## config.mk

```make
export PLATFORM = sky130hd
export DESIGN_NAME = mem_io_bridge
export DESIGN_NICKNAME = d
export VERILOG_FILES = /design/src/rtl/mem_io_bridge_pkg.sv /design/src/rtl/mem_io_bridge_byte_fifo.sv /design/src/rtl/mem_io_bridge.sv
export SDC_FILE = /design/constraint.sdc
export NUM_CORES = 1
export LEC_CHECK = 0
export BUFFER_PORTS_ARGS = -buffer_cell sky130_fd_sc_hd__buf_2
export CORE_ASPECT_RATIO = 1.75
export CORE_MARGIN = 5
export CORE_UTILIZATION = 62
export DETAILED_ROUTE_END_ITERATION = 8
export PLACE_DENSITY = 0.91
export SLEW_MARGIN = 10
export SYNTH_ARGS = -nofsm -noshare
export SYNTH_HDL_FRONTEND = slang
export SYNTH_SLANG_ARGS = --single-unit
```

## constraint.sdc

```tcl
create_clock -name clk_in -period 5.4 [get_ports clk_in]
set_clock_uncertainty 0.15 [all_clocks]
set_input_delay 1.08 -clock clk_in [delete_from_list [all_inputs] [get_ports clk_in]]
set_output_delay 1.08 -clock clk_in [all_outputs]
set_load 0.01 [all_outputs]
```

## src/rtl/mem_io_bridge_pkg.sv

```systemverilog
`default_nettype none
// ============================================================================
//  Module      : mem_io_bridge_pkg
//  Description : Shared address map, decode helper and read-source encoding
//                for the cpu memory bus bridge.
//  Revision    : 1.0 - initial release
// ============================================================================
package mem_io_bridge_pkg;

    localparam logic [17:0] IO_DATA_ADDR = 18'h30000;
    localparam logic [17:0] IO_CTRL_ADDR = 18'h30004;
    localparam logic [1:0]  IO_WINDOW    = 2'b11;

    typedef enum logic {
        RD_RAM = 1'b0,
        RD_IO  = 1'b1
    } rd_src_e;

    function automatic logic is_io_addr(input logic [17:0] addr);
        return addr[17:16] == IO_WINDOW;
    endfunction

endpackage
`default_nettype wire

```

## src/rtl/mem_io_bridge_byte_fifo.sv

```systemverilog
`default_nettype none
// ============================================================================
//  Module      : byte_fifo
//  Description : Power-of-two depth FIFO with registered occupancy; a push to
//                a full FIFO is accepted when a pop happens in the same cycle.
//  Revision    : 1.0 - initial release
// ============================================================================
module byte_fifo
#(
    parameter int DEPTH = 16,
    parameter int WIDTH = 8
) (
    input  logic                       i_clk,
    input  logic                       i_rst_n,
    input  logic                       i_push,
    input  logic [WIDTH-1:0]           i_wdata,
    input  logic                       i_pop,
    output logic [WIDTH-1:0]           o_rdata,
    output logic                       o_full,
    output logic                       o_empty,
    output logic [$clog2(DEPTH):0]     o_count_next
);
    localparam int AW = $clog2(DEPTH);
    localparam int CW = AW + 1;

    logic [WIDTH-1:0] r_mem [DEPTH];
    logic [AW-1:0]    r_wr_ptr;
    logic [AW-1:0]    r_rd_ptr;
    logic [CW-1:0]    r_count;
    logic             w_push_ok;
    logic             w_pop_ok;

    assign o_full       = (r_count == CW'(DEPTH));
    assign o_empty      = (r_count == '0);
    assign w_pop_ok     = i_pop & ~o_empty;
    assign w_push_ok    = i_push & (~o_full | w_pop_ok);
    assign o_count_next = r_count + CW'(w_push_ok) - CW'(w_pop_ok);
    assign o_rdata      = r_mem[r_rd_ptr];

    always_ff @(posedge i_clk or negedge i_rst_n) begin
        if (!i_rst_n) begin
            r_wr_ptr <= '0;
            r_rd_ptr <= '0;
            r_count  <= '0;
        end else begin
            if (w_push_ok) r_wr_ptr <= r_wr_ptr + AW'(1);
            if (w_pop_ok)  r_rd_ptr <= r_rd_ptr + AW'(1);
            r_count <= o_count_next;
        end
    end

    // Storage carries no reset; only pointers define validity.
    always_ff @(posedge i_clk) begin
        if (w_push_ok) r_mem[r_wr_ptr] <= i_wdata;
    end

endmodule
`default_nettype wire

```

## src/rtl/mem_io_bridge.sv

```systemverilog
`default_nettype none
// ============================================================================
//  Module      : mem_io_bridge
//  Description : Decodes cpu byte-bus accesses to block RAM or the I/O window
//                and owns the UART TX FIFO, RX pop, cycle counter and stop.
//  Revision    : 1.0 - initial release
// ============================================================================
module mem_io_bridge
    import mem_io_bridge_pkg::*;
#(
    parameter int TX_DEPTH    = 16,
    parameter int FULL_MARGIN = 2,
    parameter int RAM_AW      = 17
) (
    input  logic              clk_in,
    input  logic              rst_in,
    input  logic              rdy_in,
    input  logic [31:0]       cpu_a,
    input  logic [7:0]        cpu_dout,
    input  logic              cpu_wr,
    output logic [7:0]        cpu_din,
    output logic              io_buffer_full,
    output logic [RAM_AW-1:0] ram_a,
    output logic              ram_we,
    output logic [7:0]        ram_wdata,
    input  logic [7:0]        ram_rdata,
    output logic [7:0]        tx_data,
    output logic              tx_valid,
    input  logic              tx_ready,
    input  logic [7:0]        rx_data,
    input  logic              rx_valid,
    output logic              rx_pop,
    output logic              program_end,
    output logic              tx_overflow
);
    localparam int CW = $clog2(TX_DEPTH) + 1;
    localparam logic [CW-1:0] c_full_thresh = CW'(TX_DEPTH - FULL_MARGIN);

    logic [17:0]   w_addr;
    logic          w_is_io;
    logic          w_io_rd;
    logic          w_io_wr;
    logic          w_tx_push;
    logic          w_tx_pop;
    logic          w_fifo_full;
    logic          w_fifo_empty;
    logic [CW-1:0] w_count_next;
    logic [7:0]    w_io_rdata;
    logic          w_snap_load;
    logic          w_unused;

    logic [31:0]   r_counter;
    logic [31:8]   r_snap;
    logic [7:0]    r_io_rdata;
    rd_src_e       r_rd_src;
    logic          r_rd_valid;
    logic          r_io_full;
    logic          r_tx_ovf;
    logic          r_stop_req;
    logic          r_prog_end;

    assign w_addr    = cpu_a[17:0];
    assign w_is_io   = is_io_addr(w_addr);
    assign w_io_rd   = rdy_in & ~cpu_wr & w_is_io;
    assign w_io_wr   = rdy_in &  cpu_wr & w_is_io;
    assign w_unused  = ^cpu_a[31:18];

    assign ram_a     = cpu_a[RAM_AW-1:0];
    assign ram_we    = rdy_in & cpu_wr & ~w_is_io;
    assign ram_wdata = cpu_dout;

    assign rx_pop    = w_io_rd & (w_addr == IO_DATA_ADDR) & rx_valid;
    assign w_tx_push = w_io_wr & (w_addr == IO_DATA_ADDR) & (cpu_dout != 8'h00);
    assign w_tx_pop  = tx_ready & ~w_fifo_empty;
    assign tx_valid  = ~w_fifo_empty;

    byte_fifo #(
        .DEPTH (TX_DEPTH),
        .WIDTH (8)
    ) u_tx_fifo (
        .i_clk        (clk_in),
        .i_rst_n      (rst_in),
        .i_push       (w_tx_push),
        .i_wdata      (cpu_dout),
        .i_pop        (w_tx_pop),
        .o_rdata      (tx_data),
        .o_full       (w_fifo_full),
        .o_empty      (w_fifo_empty),
        .o_count_next (w_count_next)
    );

    // Bytes 1..3 come from the snapshot so a multi-byte counter read is coherent.
    always_comb begin
        w_io_rdata  = 8'h00;
        w_snap_load = 1'b0;
        case (w_addr)
            IO_DATA_ADDR:         w_io_rdata = rx_valid ? rx_data : 8'h00;
            IO_CTRL_ADDR: begin
                w_io_rdata  = r_counter[7:0];
                w_snap_load = 1'b1;
            end
            IO_CTRL_ADDR + 18'd1: w_io_rdata = r_snap[15:8];
            IO_CTRL_ADDR + 18'd2: w_io_rdata = r_snap[23:16];
            IO_CTRL_ADDR + 18'd3: w_io_rdata = r_snap[31:24];
            default:              w_io_rdata = 8'h00;
        endcase
    end

    always_ff @(posedge clk_in or negedge rst_in) begin
        if (!rst_in) r_counter <= 32'd0;
        else         r_counter <= r_counter + 32'd1;
    end

    always_ff @(posedge clk_in or negedge rst_in) begin
        if (!rst_in) begin
            r_snap     <= '0;
            r_io_rdata <= 8'h00;
            r_rd_src   <= RD_RAM;
            r_rd_valid <= 1'b0;
            r_io_full  <= 1'b0;
            r_tx_ovf   <= 1'b0;
            r_stop_req <= 1'b0;
            r_prog_end <= 1'b0;
        end else begin
            r_io_full <= (w_count_next >= c_full_thresh);
            if (w_tx_push && w_fifo_full && !w_tx_pop) r_tx_ovf <= 1'b1;
            if (w_io_wr && (w_addr == IO_CTRL_ADDR))   r_stop_req <= 1'b1;
            // A push in the same cycle would refill the FIFO, so it blocks the end flag.
            if (r_stop_req && w_fifo_empty && !w_tx_push) r_prog_end <= 1'b1;
            if (rdy_in) begin
                r_rd_valid <= 1'b1;
                r_rd_src   <= w_is_io ? RD_IO : RD_RAM;
                if (w_io_rd) begin
                    r_io_rdata <= w_io_rdata;
                    if (w_snap_load) r_snap <= r_counter[31:8];
                end
            end
        end
    end

    // Until the first access after reset there is no read data to return.
    assign cpu_din        = !r_rd_valid        ? 8'h00 :
                            (r_rd_src == RD_RAM) ? ram_rdata : r_io_rdata;
    assign io_buffer_full = r_io_full;
    assign tx_overflow    = r_tx_ovf;
    assign program_end    = r_prog_end;

endmodule
`default_nettype wire

```

Yosys cells after proc, flatten, opt, wreduce, memory -nomap -nowiden --
Memory sizes are Yosys's and may differ from the RTL's. Index checks and enable logic that the tools add are counted.
Cells by class: reduce and logical (&&, ||, !) cells 11, magnitude comparators 1, bitwise operators 17, multiply operators 0, divide/modulo/power cells 0, muxes and demuxes 8, equal/unequal tests 7, shift-type cells 0, add/sub/neg operators 5
Operators by type and width (number):
- 18-bit equality test, second input constant | 5
- 8-bit one-hot mux with 5 select lines | 1
- 32-bit by 1-bit adder with 32-bit output, second input constant | 1
- 8-bit 2-to-1 mux | 3
- 1-bit AND | 12
- 4-bit by 1-bit adder with 4-bit output, second input constant | 2
- 8-bit nonzero test | 1
- 5-bit by 1-bit adder with 5-bit output | 1
- 5-bit equality test, second input constant | 1
- 5-bit by 4-bit >= comparator with 1-bit output, second input constant | 1
- 1-bit logical AND | 5
- 5-bit zero test | 1
- 5-bit by 1-bit subtractor with 5-bit output | 1
- 1-bit 2-to-1 mux | 4
- 1-bit NOT | 4
- 3-bit AND reduction | 1
- 2-bit equality test, second input constant | 1
- 1-bit zero test | 2
- 2-bit AND reduction | 1
- 1-bit bitwise OR | 1
Word-level totals: bits in writable memories 128, latch bits 0, register bits 83, memories kept 1, output and inout port bits 47, bits in read-only memories 0, logic and storage cells 62
Memories:
- u_tx_fifo.r_mem | words 16, width 8, rd ports 1, clocked after memory_dff 0, write ports 1, RTL line mem_io_bridge_byte_fifo.sv:26 | logic [WIDTH-1:0] r_mem [DEPTH];

Depth between registers and ports, before layout --
depth after elaboration 9, mapped depth 14

By module --
Synthesis repeated with hierarchy kept, for this count alone.
Unflattened totals: cells, all modules 666, area total of the unflattened synthesis 9618.0 um^2
By module, submodules not included:
- byte_fifo | sequential area each 4169.0 um^2, cells each 319, times used 1, area an instance 5821.8 um^2
- mem_io_bridge | sequential area each 1751.7 um^2, cells each 347, times used 1, area an instance 3796.1 um^2

Worst setup path after synthesis --
No wires, ideal clock.
kind input-to-reg, start input port cpu_dout[5], end register r_io_full, in the netlist io_buffer_full, library setup time 0.120 ns, data arrival time 3.207 ns, path slack 1.923 ns, stages 9, path through or4_1 -> o21ai_0 -> nor4_4 -> ha_1 -> fa_1 -> a21oi_1 -> o21bai_1 -> xnor2_1 -> a31o_2
On the way: cells in the longest elaborated chain, start to end 6
RTL lines:
- from (decl) | RTL line mem_io_bridge.sv:19 | input logic [7:0] cpu_dout,
- 8-bit nonzero test | RTL line mem_io_bridge.sv:73 | assign w_tx_push = w_io_wr & (w_addr == IO_DATA_ADDR) & (cpu_dout != 8'h00);
- 1-bit AND | RTL line mem_io_bridge.sv:73
- 1-bit AND | RTL line mem_io_bridge_byte_fifo.sv:36 | assign w_push_ok = i_push & (~o_full | w_pop_ok);
- via u_tx_fifo.w_push_ok | RTL line mem_io_bridge_byte_fifo.sv:30 | logic w_push_ok;
- 5-bit by 1-bit adder with 5-bit output | RTL line mem_io_bridge_byte_fifo.sv:37 | assign o_count_next = r_count + CW'(w_push_ok) - CW'(w_pop_ok);
- 5-bit by 1-bit subtractor with 5-bit output | RTL line mem_io_bridge_byte_fifo.sv:37
- via u_tx_fifo.o_count_next[4] | RTL line mem_io_bridge_byte_fifo.sv:21 | output logic [$clog2(DEPTH):0] o_count_next
- 5-bit by 4-bit >= comparator with 1-bit output | RTL line mem_io_bridge.sv:125 | r_io_full <= (w_count_next >= c_full_thresh);
- to (signal assigned) | RTL line mem_io_bridge.sv:125
- to (decl) | RTL line mem_io_bridge.sv:57 | logic r_io_full;
The timed path passes the listed nets, and every way through them passes these cells. A chain may end at the register's enable or synchronous reset.

Worst setup path after layout --
start register u_tx_fifo.r_rd_ptr[0], end output port tx_data[4]
On the way: cells in the longest elaborated chain, start to end 1
RTL lines:
- from (decl) | RTL line mem_io_bridge_byte_fifo.sv:28 | logic [AW-1:0] r_rd_ptr;
- from (signal assigned) | RTL line mem_io_bridge_byte_fifo.sv:47 | if (w_pop_ok) r_rd_ptr <= r_rd_ptr + AW'(1);
- memory 16 x 8 bit
- to (decl) | RTL line mem_io_bridge.sv:27 | output logic [7:0] tx_data,
No other way between the ends.

==> impl_results.md <==
- Hold Path Class: register to register
- Final Setup Violations: 0
- Mean Syn Cell Area: 15.9 um2
- Count of hold-fix buffers inserted at cts: 0
- Slew Limit Fails: 0
- Sequential power share: 0.455
- Critical Path Slowest Stage Cell: dfrtp_2
- Iteration-0 DRC Markers: 366
- Syn. warnings: 0
- Combinational fraction of design power: 0.216
- CTS tree: done
- Share of layout cells above drive strength 1: 0.314
- Root buf cell: clkbuf_16
- Post-route ant nets: 0
- Bufs and invs on worst path: 2
- Storage cell area: 5920 um2
- WHS: 321 ps
- Cell variety after synth: 43
- N_diodes: 0
- Outcome: completed
- Routed met3 length: 1.09 mm
- Vias in the first global route: 5703
- Critical path class: register to output pin
- GRT overflow: 0
- Startpoint type of the worst setup path: register
- DR WL/cell: 24.3 um
- Largest net degree at the start of global routing: 84
- Setup TNS: 0 ps
- Vias: 5185
- DRC viols: 0
- H-tree levels: 1
- Crit-path cells: buf_4 > mux4_2 > mux4_2 > buf_2
- Internal Power: 0.00305 W
- Clock power frac: 0.328
- Num ports: 109
- Port bufs: 94
- DR WL met2: 11.4 mm
- VDD IR max: 0.000312 V
- Die Y: 170 um
- Post-synth EDFFs: 128
- Router iterations before antenna repair: 5
- Gp weighted congestion: 0.865
- Global-route wire length before repair: 31.5 mm
- DR top layer: met4
- Synth Register Bits: 211
- Psw: 0.00108 W
- Seq/Total Area, Yosys: 0.653
- Pleak: 3.96 nW
- Slew headroom: 0.223
- Multi-input gate area: 2810 um2
- Starting Density: 0.631
- Period utilization: 0.772
- Post-synthesis net count: 646
- Routed WL: 20.3 mm
- Worst path arrival time: 2940 ps
- Commonest non-fill, non-tap cells in the layout: 128 x edfxtp_1, 93 x buf_2, 82 x dfrtp_1
- Final Hold Fails: 0
- Post_cts resized: 0
- Inserted Clock Buffers: 18
- Max Cap Viol: 0
- Clk_lat worst skew: 480 ps
- Worst slew pin tran: 1170 ps
- Die Wd: 101 um
- PwrDens: 408 nW/um2
- Post-CTS setup buffer count: 0
- Area Overhead vs Synth: 11.9%
- DP Worst Slack: 1170 ps
- Row Count: 58
- Die Area: 17200 um2
- Routed met1 length: 6.62 mm
- Gr usage total: 0.244
- HPWL Detailed: 14.2 mm
- CTS sink cnt: 211
- Crit-path max FO: 22
- Post-synthesis cell area: 9070 um2
- Switch share: 0.262
- Clock Path Buffers: 3
- Nets: 716
- Fin crit period: 4170 ps
- Critical path endpoint category: output pin
- Setup ws final: 1230 ps
- Via density: 6.22
- Worst Path Required: 4170 ps
- Most used cell, CP: mux4_2
- Max Fclk: 240 MHz
- Post-synthesis cell count: 571
- Core ar.: 14400 um2
- FILL cells: 912
- Initial antenna violation count: 0
- Post-synth top flop: edfxtp_1
- CTS clock-pin slew for the worst setup and hold paths: 70 ps
- FFs w/ async S/R, synth: 0.393
- RSZ-0062 raised after global routing: no
- Most common cell after layout, fill and taps aside: edfxtp_1
- Top Family by Delay on Critical Path: multiplexers
- Worst path max stage delay: 820 ps
-- worst reg2reg max path, cell delays in order (launching register included) --
cell and delay (ps):
dfrtp_1 400, inv_1 90, ha_1 140, or3b_2 460, nor3b_1 560, nor4_4 190
ha_1 280, fa_1 420, a21oi_1 170, o21bai_1 100, xnor2_1 160, a31o_2 230
-- logic make-up (layout without fill, tap and decap cells) --
logic type                 after synthesis  in the layout  synth area share
DFF                                    211            211             0.653
and+or+nand+nor                        137            137            0.0824
muxes                                   74             74             0.140
buffers and inverters                   62            144            0.0373
xor gates and xnor gates                40             40            0.0386
AOI/OAI and AO/OA                       34             34            0.0297
adders and majority gates               13             13            0.0188
-- path summary, 6_finish.rpt --
kind / start / endpoint / slack [ps] / depth (start not counted)
worst min-delay path: tx_overflow / tx_overflow / 320 / 1
max in group asynchronous: rst_in / u_tx_fifo.r_rd_ptr[0] / 3800 / 1
min in group asynchronous: rst_in / r_rd_valid / 600 / 1
worst max-delay path: u_tx_fifo.r_rd_ptr[0] / tx_data[4] / 1230 / 4
worst min register to register: tx_overflow / tx_overflow / 320 / 1
worst max register to register: u_tx_fifo.r_count[3] / io_buffer_full / 1950 / 11
-- area by class of cell --
cell class / instances / share of cell area
sequential: 211 / 0.583
multi-input combinational: 298 / 0.277
timing repair buffer: 101 / 0.0518
clock buffer: 20 / 0.0482
tap: 180 / 0.0222
clock inverter: 12 / 0.0134
inverter: 11 / 0.00407
-- stage by stage --
stage | power, W | instance area [um2] | util | instances
3_3_place_gp | 0.00276 | 9520 | 0.663 | 801
4_1_cts | 0.00418 | 10100 | 0.706 | 833
3_5_place_dp | 0.00282 | 9520 | 0.663 | 801
5_1_grt | 0.00432 | 10100 | 0.706 | 833
6_report | 0.00414 | 10100 | 0.706 | 833
2_1_floorplan | 0.00253 | 9070 | - | 571
-- state kept, by name, indices dropped and copies added (netlist names) --
register and cells:
r_rd_valid 1, r_stop_req 1, r_io_rdata 8, u_tx_fifo.r_count 5, u_tx_fifo.r_rd_ptr 4, r_rd_src 1
u_tx_fifo.r_wr_ptr 4, io_buffer_full 1, r_counter 32, r_snap 24, tx_overflow 1, program_end 1
u_tx_fifo.r_mem 128
-- per-layer routing --
metal  track usage  up-vias
met5             0        -
met4         0.126        0
met3        0.0304       66
met2         0.456      236
li1              -     2254
met1         0.264     2629
-- Yosys cell counts (3+ instances only) --
cell type / count / area share
nor4_2: 3 / 0.0041
mux4_2: 40 / 0.099
buf_1: 6 / 0.0025
and2_1: 8 / 0.0055
nand2_1: 36 / 0.015
buf_2: 8 / 0.0044
and3_1: 9 / 0.0062
nor2b_1: 11 / 0.0076
mux2_2: 26 / 0.032
a41oi_1: 8 / 0.0077
edfxtp_1: 128 / 0.42
a22oi_1: 8 / 0.0066
a22o_1: 8 / 0.0077
clkbuf_1: 11 / 0.0046
nor2_1: 26 / 0.011
nand3_1: 10 / 0.0055
nor3_1: 6 / 0.0033
inv_1: 11 / 0.0046
dfrtp_1: 83 / 0.23
and4_1: 7 / 0.0068
xnor2_1: 29 / 0.028
buf_4: 25 / 0.021
xor2_1: 11 / 0.011
nand4_1: 9 / 0.0062
mux2i_1: 8 / 0.0088
ha_1: 12 / 0.017
-- power by group through the flow --
stage	Sequential [W]	Combinational [W]	Clock [W]
after floorplan	0.00183	0.000706	0
final	0.00188	0.000895	0.00136
after global routing	0.00190	0.000962	0.00146
after detailed placement	0.00192	0.000900	0
after CTS	0.00189	0.000914	0.00138
after global placement	0.00191	0.000846	0
Power figures use the tool's default switching activity.
